File: config.mk
export PLATFORM = sky130hd
export DESIGN_NAME = console_axi_slave
export DESIGN_NICKNAME = d
export VERILOG_FILES = /design/src/rtl/console_axi_slave.sv
export SDC_FILE = /design/constraint.sdc
export NUM_CORES = 1
export LEC_CHECK = 0
export BUFFER_PORTS_ARGS = -buffer_cell sky130_fd_sc_hd__buf_4
export CORE_AREA = 2 2 157 159
export DETAILED_ROUTE_END_ITERATION = 7
export DIE_AREA = 0 0 159 161
export PLACE_DENSITY = 0.66
export SYNTH_ARGS = -nofsm -noshare
export SYNTH_HDL_FRONTEND = slang
export SYNTH_SLANG_ARGS = --single-unit
File: constraint.sdc
create_clock -name clk -period 4 [get_ports clk]
set_input_delay 0.2 -clock clk [delete_from_list [all_inputs] [get_ports clk]]
set_output_delay 0.2 -clock clk [all_outputs]
set_load 0.02 [all_outputs]
File: src/rtl/console_axi_slave.sv
// -----------------------------------------------------------------------------
// console_axi_slave
//
// AXI responder for the SoC console window on the 128-bit BIU slave fabric.
// Single-beat stores to TXDATA (BASE_ADDR+0x0) push one byte into a TX FIFO.
// The FIFO drains on the char_* valid/ready byte stream. Loads from STATUS
// (BASE_ADDR+0x4) return a console status word. Bursts are accepted and
// answered with SLVERR. One clock domain.
//
// Ports
//   clk, rst                 clock, asynchronous active-high reset
//   aw*/w*/b*                AXI write address / data / response channels
//   ar*/r*                   AXI read address / data channels
//   char_valid/ready/data    drained TX byte stream
//
// Build option
//   CONSOLE_SIM_PRINT_EN     when defined, every popped byte is also echoed
//                            with $write (simulation only, not synthesizable)
// -----------------------------------------------------------------------------
module console_axi_slave #(
   parameter logic [39:0] BASE_ADDR  = 40'h0090000000,
   parameter int          FIFO_DEPTH = 16,
   parameter int          ID_W       = 4
) (
   input  logic            clk,
   input  logic            rst,
   input  logic            awvalid,
   output logic            awready,
   input  logic [39:0]     awaddr,
   input  logic [3:0]      awlen,
   input  logic [ID_W-1:0] awid,
   input  logic            wvalid,
   output logic            wready,
   input  logic [127:0]    wdata,
   input  logic [15:0]     wstrb,
   input  logic            wlast,
   output logic            bvalid,
   input  logic            bready,
   output logic [1:0]      bresp,
   output logic [ID_W-1:0] bid,
   input  logic            arvalid,
   output logic            arready,
   input  logic [39:0]     araddr,
   input  logic [3:0]      arlen,
   input  logic [ID_W-1:0] arid,
   output logic            rvalid,
   input  logic            rready,
   output logic [127:0]    rdata,
   output logic [1:0]      rresp,
   output logic            rlast,
   output logic [ID_W-1:0] rid,
   output logic            char_valid,
   input  logic            char_ready,
   output logic [7:0]      char_data
);

   localparam int          PTR_W       = $clog2(FIFO_DEPTH);
   localparam int          LVL_W       = PTR_W + 1;
   localparam logic [1:0]  RESP_OKAY   = 2'b00;
   localparam logic [1:0]  RESP_SLVERR = 2'b10;
   localparam logic [11:0] OFF_TX      = 12'h000;
   localparam logic [11:0] OFF_STATUS  = 12'h004;

   typedef enum logic [1:0] {W_IDLE = 2'd0, W_DATA = 2'd1, W_RESP = 2'd2} w_state_t;
   typedef enum logic       {R_IDLE = 1'b0, R_DATA = 1'b1} r_state_t;

   w_state_t          w_state_r, w_state_nx_s;
   r_state_t          r_state_r, r_state_nx_s;

   logic [3:0]        aw_len_r, w_cnt_r, ar_len_r, r_cnt_r;
   logic [ID_W-1:0]   aw_id_r, ar_id_r;
   logic              aw_tx_r, ar_status_r;
   logic [1:0]        bresp_r;
   logic [31:0]       snap_r, status_s;

   logic [7:0]        fifo_mem_r [FIFO_DEPTH];
   logic [PTR_W-1:0]  wr_ptr_r, rd_ptr_r;
   logic [LVL_W-1:0]  level_r;
   logic              fifo_full_s, fifo_empty_s;

   logic              aw_hs_s, w_hs_s, ar_hs_s, r_hs_s, push_s, pop_s;
   logic              lane_ok_s, w_last_beat_s;
   logic [7:0]        lane_byte_s;
   logic              unused_s;

   // Only one byte per lane is meaningful; the rest of the beat is ignored.
   assign unused_s = ^{wdata, wlast};

   assign fifo_full_s  = (level_r == LVL_W'(FIFO_DEPTH));
   assign fifo_empty_s = (level_r == LVL_W'(0));
   assign status_s     = {16'h0000, 8'(level_r), 6'b000000, fifo_empty_s, fifo_full_s};

   // ---------------- write channel ----------------
   assign awready = (w_state_r == W_IDLE);
   // Backpressure only applies to single-beat TXDATA stores, and uses the
   // registered full flag so a same-cycle pop never opens the gate.
   assign wready  = (w_state_r == W_DATA) &&
                    (((aw_len_r == 4'd0) && aw_tx_r) ? !fifo_full_s : 1'b1);
   assign bvalid  = (w_state_r == W_RESP);
   assign bresp   = bresp_r;
   assign bid     = aw_id_r;

   assign aw_hs_s       = awvalid && awready;
   assign w_hs_s        = wvalid && wready;
   assign w_last_beat_s = (w_cnt_r == aw_len_r);
   assign push_s        = w_hs_s && (aw_len_r == 4'd0) && aw_tx_r && lane_ok_s;

   // Strobe pattern selects which 32-bit lane carries the character.
   always_comb begin
      lane_ok_s   = 1'b1;
      lane_byte_s = 8'h00;
      case (wstrb)
         16'h000f: lane_byte_s = wdata[7:0];
         16'h00f0: lane_byte_s = wdata[39:32];
         16'h0f00: lane_byte_s = wdata[71:64];
         16'hf000: lane_byte_s = wdata[103:96];
         default:  lane_ok_s   = 1'b0;
      endcase
   end

   // Write FSM state register.
   always_ff @(posedge clk or posedge rst) begin
      if (rst) w_state_r <= W_IDLE;
      else     w_state_r <= w_state_nx_s;
   end

   // Write FSM next-state logic.
   always_comb begin
      w_state_nx_s = w_state_r;
      case (w_state_r)
         W_IDLE: begin
            if (awvalid) w_state_nx_s = W_DATA;
            else         w_state_nx_s = W_IDLE;
         end
         W_DATA: begin
            if (w_hs_s && w_last_beat_s) w_state_nx_s = W_RESP;
            else                         w_state_nx_s = W_DATA;
         end
         W_RESP: begin
            if (bready) w_state_nx_s = W_IDLE;
            else        w_state_nx_s = W_RESP;
         end
         default: w_state_nx_s = W_IDLE;
      endcase
   end

   // Write-side context: latched AW fields, beat counter and pending response.
   always_ff @(posedge clk or posedge rst) begin
      if (rst) begin
         aw_len_r <= 4'd0;
         aw_id_r  <= '0;
         aw_tx_r  <= 1'b0;
         w_cnt_r  <= 4'd0;
         bresp_r  <= RESP_OKAY;
      end else begin
         if (aw_hs_s) begin
            aw_len_r <= awlen;
            aw_id_r  <= awid;
            aw_tx_r  <= (awaddr[39:12] == BASE_ADDR[39:12]) && (awaddr[11:0] == OFF_TX);
            w_cnt_r  <= 4'd0;
         end
         if (w_hs_s) begin
            w_cnt_r <= w_cnt_r + 4'd1;
            if ((aw_len_r != 4'd0) || (aw_tx_r && !lane_ok_s)) bresp_r <= RESP_SLVERR;
            else                                               bresp_r <= RESP_OKAY;
         end
      end
   end

   // ---------------- read channel ----------------
   assign arready = (r_state_r == R_IDLE);
   assign rvalid  = (r_state_r == R_DATA);
   assign rlast   = rvalid && (r_cnt_r == ar_len_r);
   assign rresp   = (rvalid && (ar_len_r != 4'd0)) ? RESP_SLVERR : RESP_OKAY;
   assign rdata   = (rvalid && ar_status_r) ? {4{snap_r}} : 128'd0;
   assign rid     = ar_id_r;

   assign ar_hs_s = arvalid && arready;
   assign r_hs_s  = rvalid && rready;

   // Read FSM state register.
   always_ff @(posedge clk or posedge rst) begin
      if (rst) r_state_r <= R_IDLE;
      else     r_state_r <= r_state_nx_s;
   end

   // Read FSM next-state logic.
   always_comb begin
      r_state_nx_s = r_state_r;
      case (r_state_r)
         R_IDLE: begin
            if (arvalid) r_state_nx_s = R_DATA;
            else         r_state_nx_s = R_IDLE;
         end
         R_DATA: begin
            if (r_hs_s && rlast) r_state_nx_s = R_IDLE;
            else                 r_state_nx_s = R_DATA;
         end
         default: r_state_nx_s = R_IDLE;
      endcase
   end

   // Read-side context; STATUS is snapshotted at the AR handshake so a
   // same-cycle push is not visible in the returned word.
   always_ff @(posedge clk or posedge rst) begin
      if (rst) begin
         ar_len_r    <= 4'd0;
         ar_id_r     <= '0;
         ar_status_r <= 1'b0;
         r_cnt_r     <= 4'd0;
         snap_r      <= 32'd0;
      end else begin
         if (ar_hs_s) begin
            ar_len_r    <= arlen;
            ar_id_r     <= arid;
            ar_status_r <= (arlen == 4'd0) && (araddr[39:12] == BASE_ADDR[39:12]) &&
                           (araddr[11:0] == OFF_STATUS);
            r_cnt_r     <= 4'd0;
            snap_r      <= status_s;
         end
         if (r_hs_s) r_cnt_r <= r_cnt_r + 4'd1;
      end
   end

   // ---------------- TX FIFO ----------------
   assign char_valid = !fifo_empty_s;
   assign char_data  = char_valid ? fifo_mem_r[rd_ptr_r] : 8'h00;
   assign pop_s      = char_valid && char_ready;

   // FIFO storage; contents need no reset because the level gates visibility.
   always_ff @(posedge clk) begin
      if (push_s) fifo_mem_r[wr_ptr_r] <= lane_byte_s;
   end

   // FIFO pointers and occupancy; pointers wrap naturally at FIFO_DEPTH.
   always_ff @(posedge clk or posedge rst) begin
      if (rst) begin
         wr_ptr_r <= '0;
         rd_ptr_r <= '0;
         level_r  <= '0;
      end else begin
         if (push_s) wr_ptr_r <= wr_ptr_r + PTR_W'(1);
         if (pop_s)  rd_ptr_r <= rd_ptr_r + PTR_W'(1);
         case ({push_s, pop_s})
            2'b10:   level_r <= level_r + LVL_W'(1);
            2'b01:   level_r <= level_r - LVL_W'(1);
            default: level_r <= level_r;
         endcase
      end
   end

`ifdef CONSOLE_SIM_PRINT_EN
   // Simulation echo of every drained character.
   always_ff @(posedge clk) begin
      if (!rst && pop_s) $write("%c", char_data);
   end
`else
`endif

endmodule

==> summary.md <==
| Metric | Value |
|---|---|
| Max clock buf depth | 2 |
| RSZ-0062 raised after global routing | no |
| Clock skew | 0.009618 ns |
| Die Width | 159 um |
| Nets | 1109 |
| Area of placed instances | 0.01017 mm2 |
| Hold WC Path Type | in -> async |
| TritonCTS clock tree | built |
| Design area | between 0.01 and 0.015 mm2 |
| Crit. End Element | register |
| Vias in the first global route | 5412 |
| GRT Util Overall | ~14% |
| Clock slew seen by the registers of the worst setup and hold paths | 0.07 ns |
| Worst r2r dst | level_r[4] |
| # Max-Cap Violations | 0 |
| Lkg Pwr | about 4.1 nW |
| First-pass GRT wire length | 28570 um |
| Synthesized area per cell | between 10 and 15 um2 |
| Layout cells sized above 1 | around 33% |
| Minimum clock period | 3.116 ns |
| Core Area | 0.02396 mm2 |
| Worst setup SP type | register |
| Initial antenna violation count | 0 |
| Initial cell density of the core | 37.16% |
| Crit path from | level_r[1] |
| Area growth syn-to-layout | 22.48% |
| Setup Slack @ Placement | ~0.90 ns |
| Final Slew Violations | 0 |
| Synth top area cells | edfxtp_1 43%, dfrtp_1 14%, buf_4 11% |
| Outcome | completed |
| Largest net degree at the start of global routing | 51 |
| DRT Pass-1 Iters | 6 |
| Routability cong. | 0.7752 |
| Slowest cell delay on critical path | 0.49 ns |
| Avg Vias per Cell | 4.610 |
| Synthesized area | ~0.0089 mm2 |
| Ports | 404 |
| Port buffer count | 204 |
| Post-CTS sizing | 0 |
| N_diodes | 0 |
| Yosys cell types | 50 |
| Post-synth EDFFs | 128 |
| Total DRC errors in the routed layout | 0 |
| Setup Viol. Count Final | 0 |
| Critical Path Slowest Stage Cell | dfrtp_1 |
| Crit path DAT | 3.42 ns |
| Die Area | 0.02560 mm2 |
| Synth Flop Type | edfxtp_1 |
| CTS Root Buffer Type | clkbuf_16 |
| Clk_lat worst skew | 0.42 ns |
| Synth warn | 0 |
| Crit-path leading delay family | simple AND/OR/NAND/NOR gates |
| Seq cells post-synth | 178 |
| Sink Count | 178 |
| Fin Setup TNS | 0 ns |
| Worst slew pin tran | approximately 1.1 ns |
| Max-slew headroom | 28.50% |
| Critical Path RT | 4.30 ns |
| Fin util | about 46% |
| Fmax | 320.9 MHz |
| FF/Latch Area | 0.005097 mm2 |
| Antenna-violating nets left | 0 |
| Setup CP Type | reg -> reg |
| Crit path cell chain | nor4_4 -> nand2_1 -> nand3_1 -> a21oi_1 -> buf_4 -> inv_1 -> ha_1 -> xor2_1 -> ha_1 -> o211ai_1 -> a21oi_1 -> a31oi_1 -> nor2_1 -> xor2_1 |
| Synth top area share | 43.16% |
| CTS buffer count | 17 |
| Drt total wl | 18430 um |
| Post-route setup slack | 0.8838 ns |
| Filler cells | 2170 |
| Row cnt | 57 |
| Max rail drop VDD | ~0.26 mV |
| Multi-input gate area | 0.003077 mm2 |
| Die height | 161 um |
| DP HPWL | 13770 um |
| Critical path buffers and inverters | 2 |
| Pwr dens | roughly 500 mW/mm2 |
| Fin. Hold Viols | 0 |
| Reg-to-Reg Start | level_r[1] |
| Total grt overflow | 0 |
| Ys async rst share | 28.09% |
| R2r worst-path depth | 14 |
| DR vias | 5468 |
| Worst-path fanout max | 15 |
| Yosys top cell by area | edfxtp_1 |
| Initial DRC Count | 372 |
| Post-Synthesis Cells | 647 |
| WL per Instance | about 16 um |
| Worst reg2reg setup slack | 0.88 ns |
| Sequential share of the synthesized area | 57.22% |
| # H-tree levels | 4 |
| Period utilization | 77.90% |
-- cells in the mapped netlist, drive strengths merged, types with 6 or more instances --
master / n
dfrtp: 50
clkbuf: 8
inv: 8
buf: 136
xor2: 14
nor2b: 15
mux4: 40
o21ai: 11
a222oi: 8
edfxtp: 128
nor2: 12
nand3: 7
ha: 11
nand2: 80
mux2: 12
nor4: 26
a21oi: 6
nand4: 7
and3: 19
xnor2: 8
-- cell type report --
cell class,count,share of cell area [%]
clock inverter,13,1.090
tap,324,3.717
timing repair buffer,226,15.97
sequential,178,46.74
multi-input combinational,417,28.21
clock buffer,19,3.969
inverter,9,0.3097
-- cells in the final DEF, fill, tap and decap left out, types with 4 or more instances in the layout --
master         count
buf_4            208
edfxtp_1         128
conb_1           102
nand2_1           80
dfrtp_1           48
mux4_2            30
nor4_1            24
and3_1            19
dlygate4sd3_1     18
clkbuf_16         17
xor2_1            14
nor2b_1           13
nor2_1            12
mux2_2            12
o21ai_0           11
ha_1              11
mux4_1            10
a222oi_1           8
xnor2_1            8
nand3_1            7
inv_1              7
nand4_1            7
a21oi_1            6
and2_1             5
inv_6              5
and4_1             4
a21o_1             4
-- layer usage --
metal	up-vias	track usage (%)	part of all wire (%)
li1	2592	-	-
met5	-	0	0
met1	2638	18.44	43
met2	225	24.60	51
met3	13	2.773	5.4
met4	0	4.132	1.1
-- worst max-delay path by stage --
stage | endpoint | slack, ns | cells after the start
final | level_r[4] | 0.88 | 14
after global routing | level_r[4] | 0.57 | 14
after CTS | char_data[5] | 0.85 | 5
after detailed placement | level_r[4] | 0.90 | 14
after global placement | level_r[4] | 0.95 | 15
after floorplan | level_r[4] | 1.05 | 15
-- state kept, by name (all words and copies together), names as in the netlist --
register / flops
rvalid: 1
w_state_r: 2
w_cnt_r: 4
aw_len_r: 4
aw_tx_r: 1
bresp: 1
ar_status_r: 1
bid: 4
rd_ptr_r: 4
fifo_mem_r: 128
rid: 4
snap_r: 7
level_r: 5
ar_len_r: 4
r_cnt_r: 4
wr_ptr_r: 4
-- cell families after synthesis --
kind of cell | share of synthesized area [%]
compound gates | 3.555
flops | 57.22
other cells | 0.04211
simple gates | 10.93
buf+inv | 12.49
xor+xnor | 2.164
fa+ha+maj | 1.546
mux | 12.06
-- where the power goes --
group          switching [mW]  leakage, nW  internal [mW]
clock                   0.734        0.268          0.820
combinational           0.620         2.38          0.669
sequential              0.373         1.49           2.17
-- worst reg2reg max path, delay by kind of cell, from the launching register on --
family	cells	cell delay (ns)
AO/OA/AOI/OAI	4	0.52
XOR/XNOR	2	0.26
adder cells (fa/ha/maj)	2	0.57
buffers and inverters	2	0.28
flip-flops	1	0.49
AND/OR/NAND/NOR	4	0.87
-- through the flow --
stage                     hold WS (ns)  power (mW)  cells
after floorplan                 0.2867       3.560    748
after global placement          0.3943       3.846   1136
after detailed placement        0.3984       3.877   1136
after CTS                      0.05946       5.439   1186
after global routing           0.05868       5.680   1186
final                          0.03959       5.384   1186
-- what timing repair did --
action	4_1_cts	5_1_grt
endpoints found under the setup margin	0	0
hold endpoints to repair	18	0
hold buffers	18	0
setup buffers	0	0
Note: power is estimated with default switching activity, not from simulation.
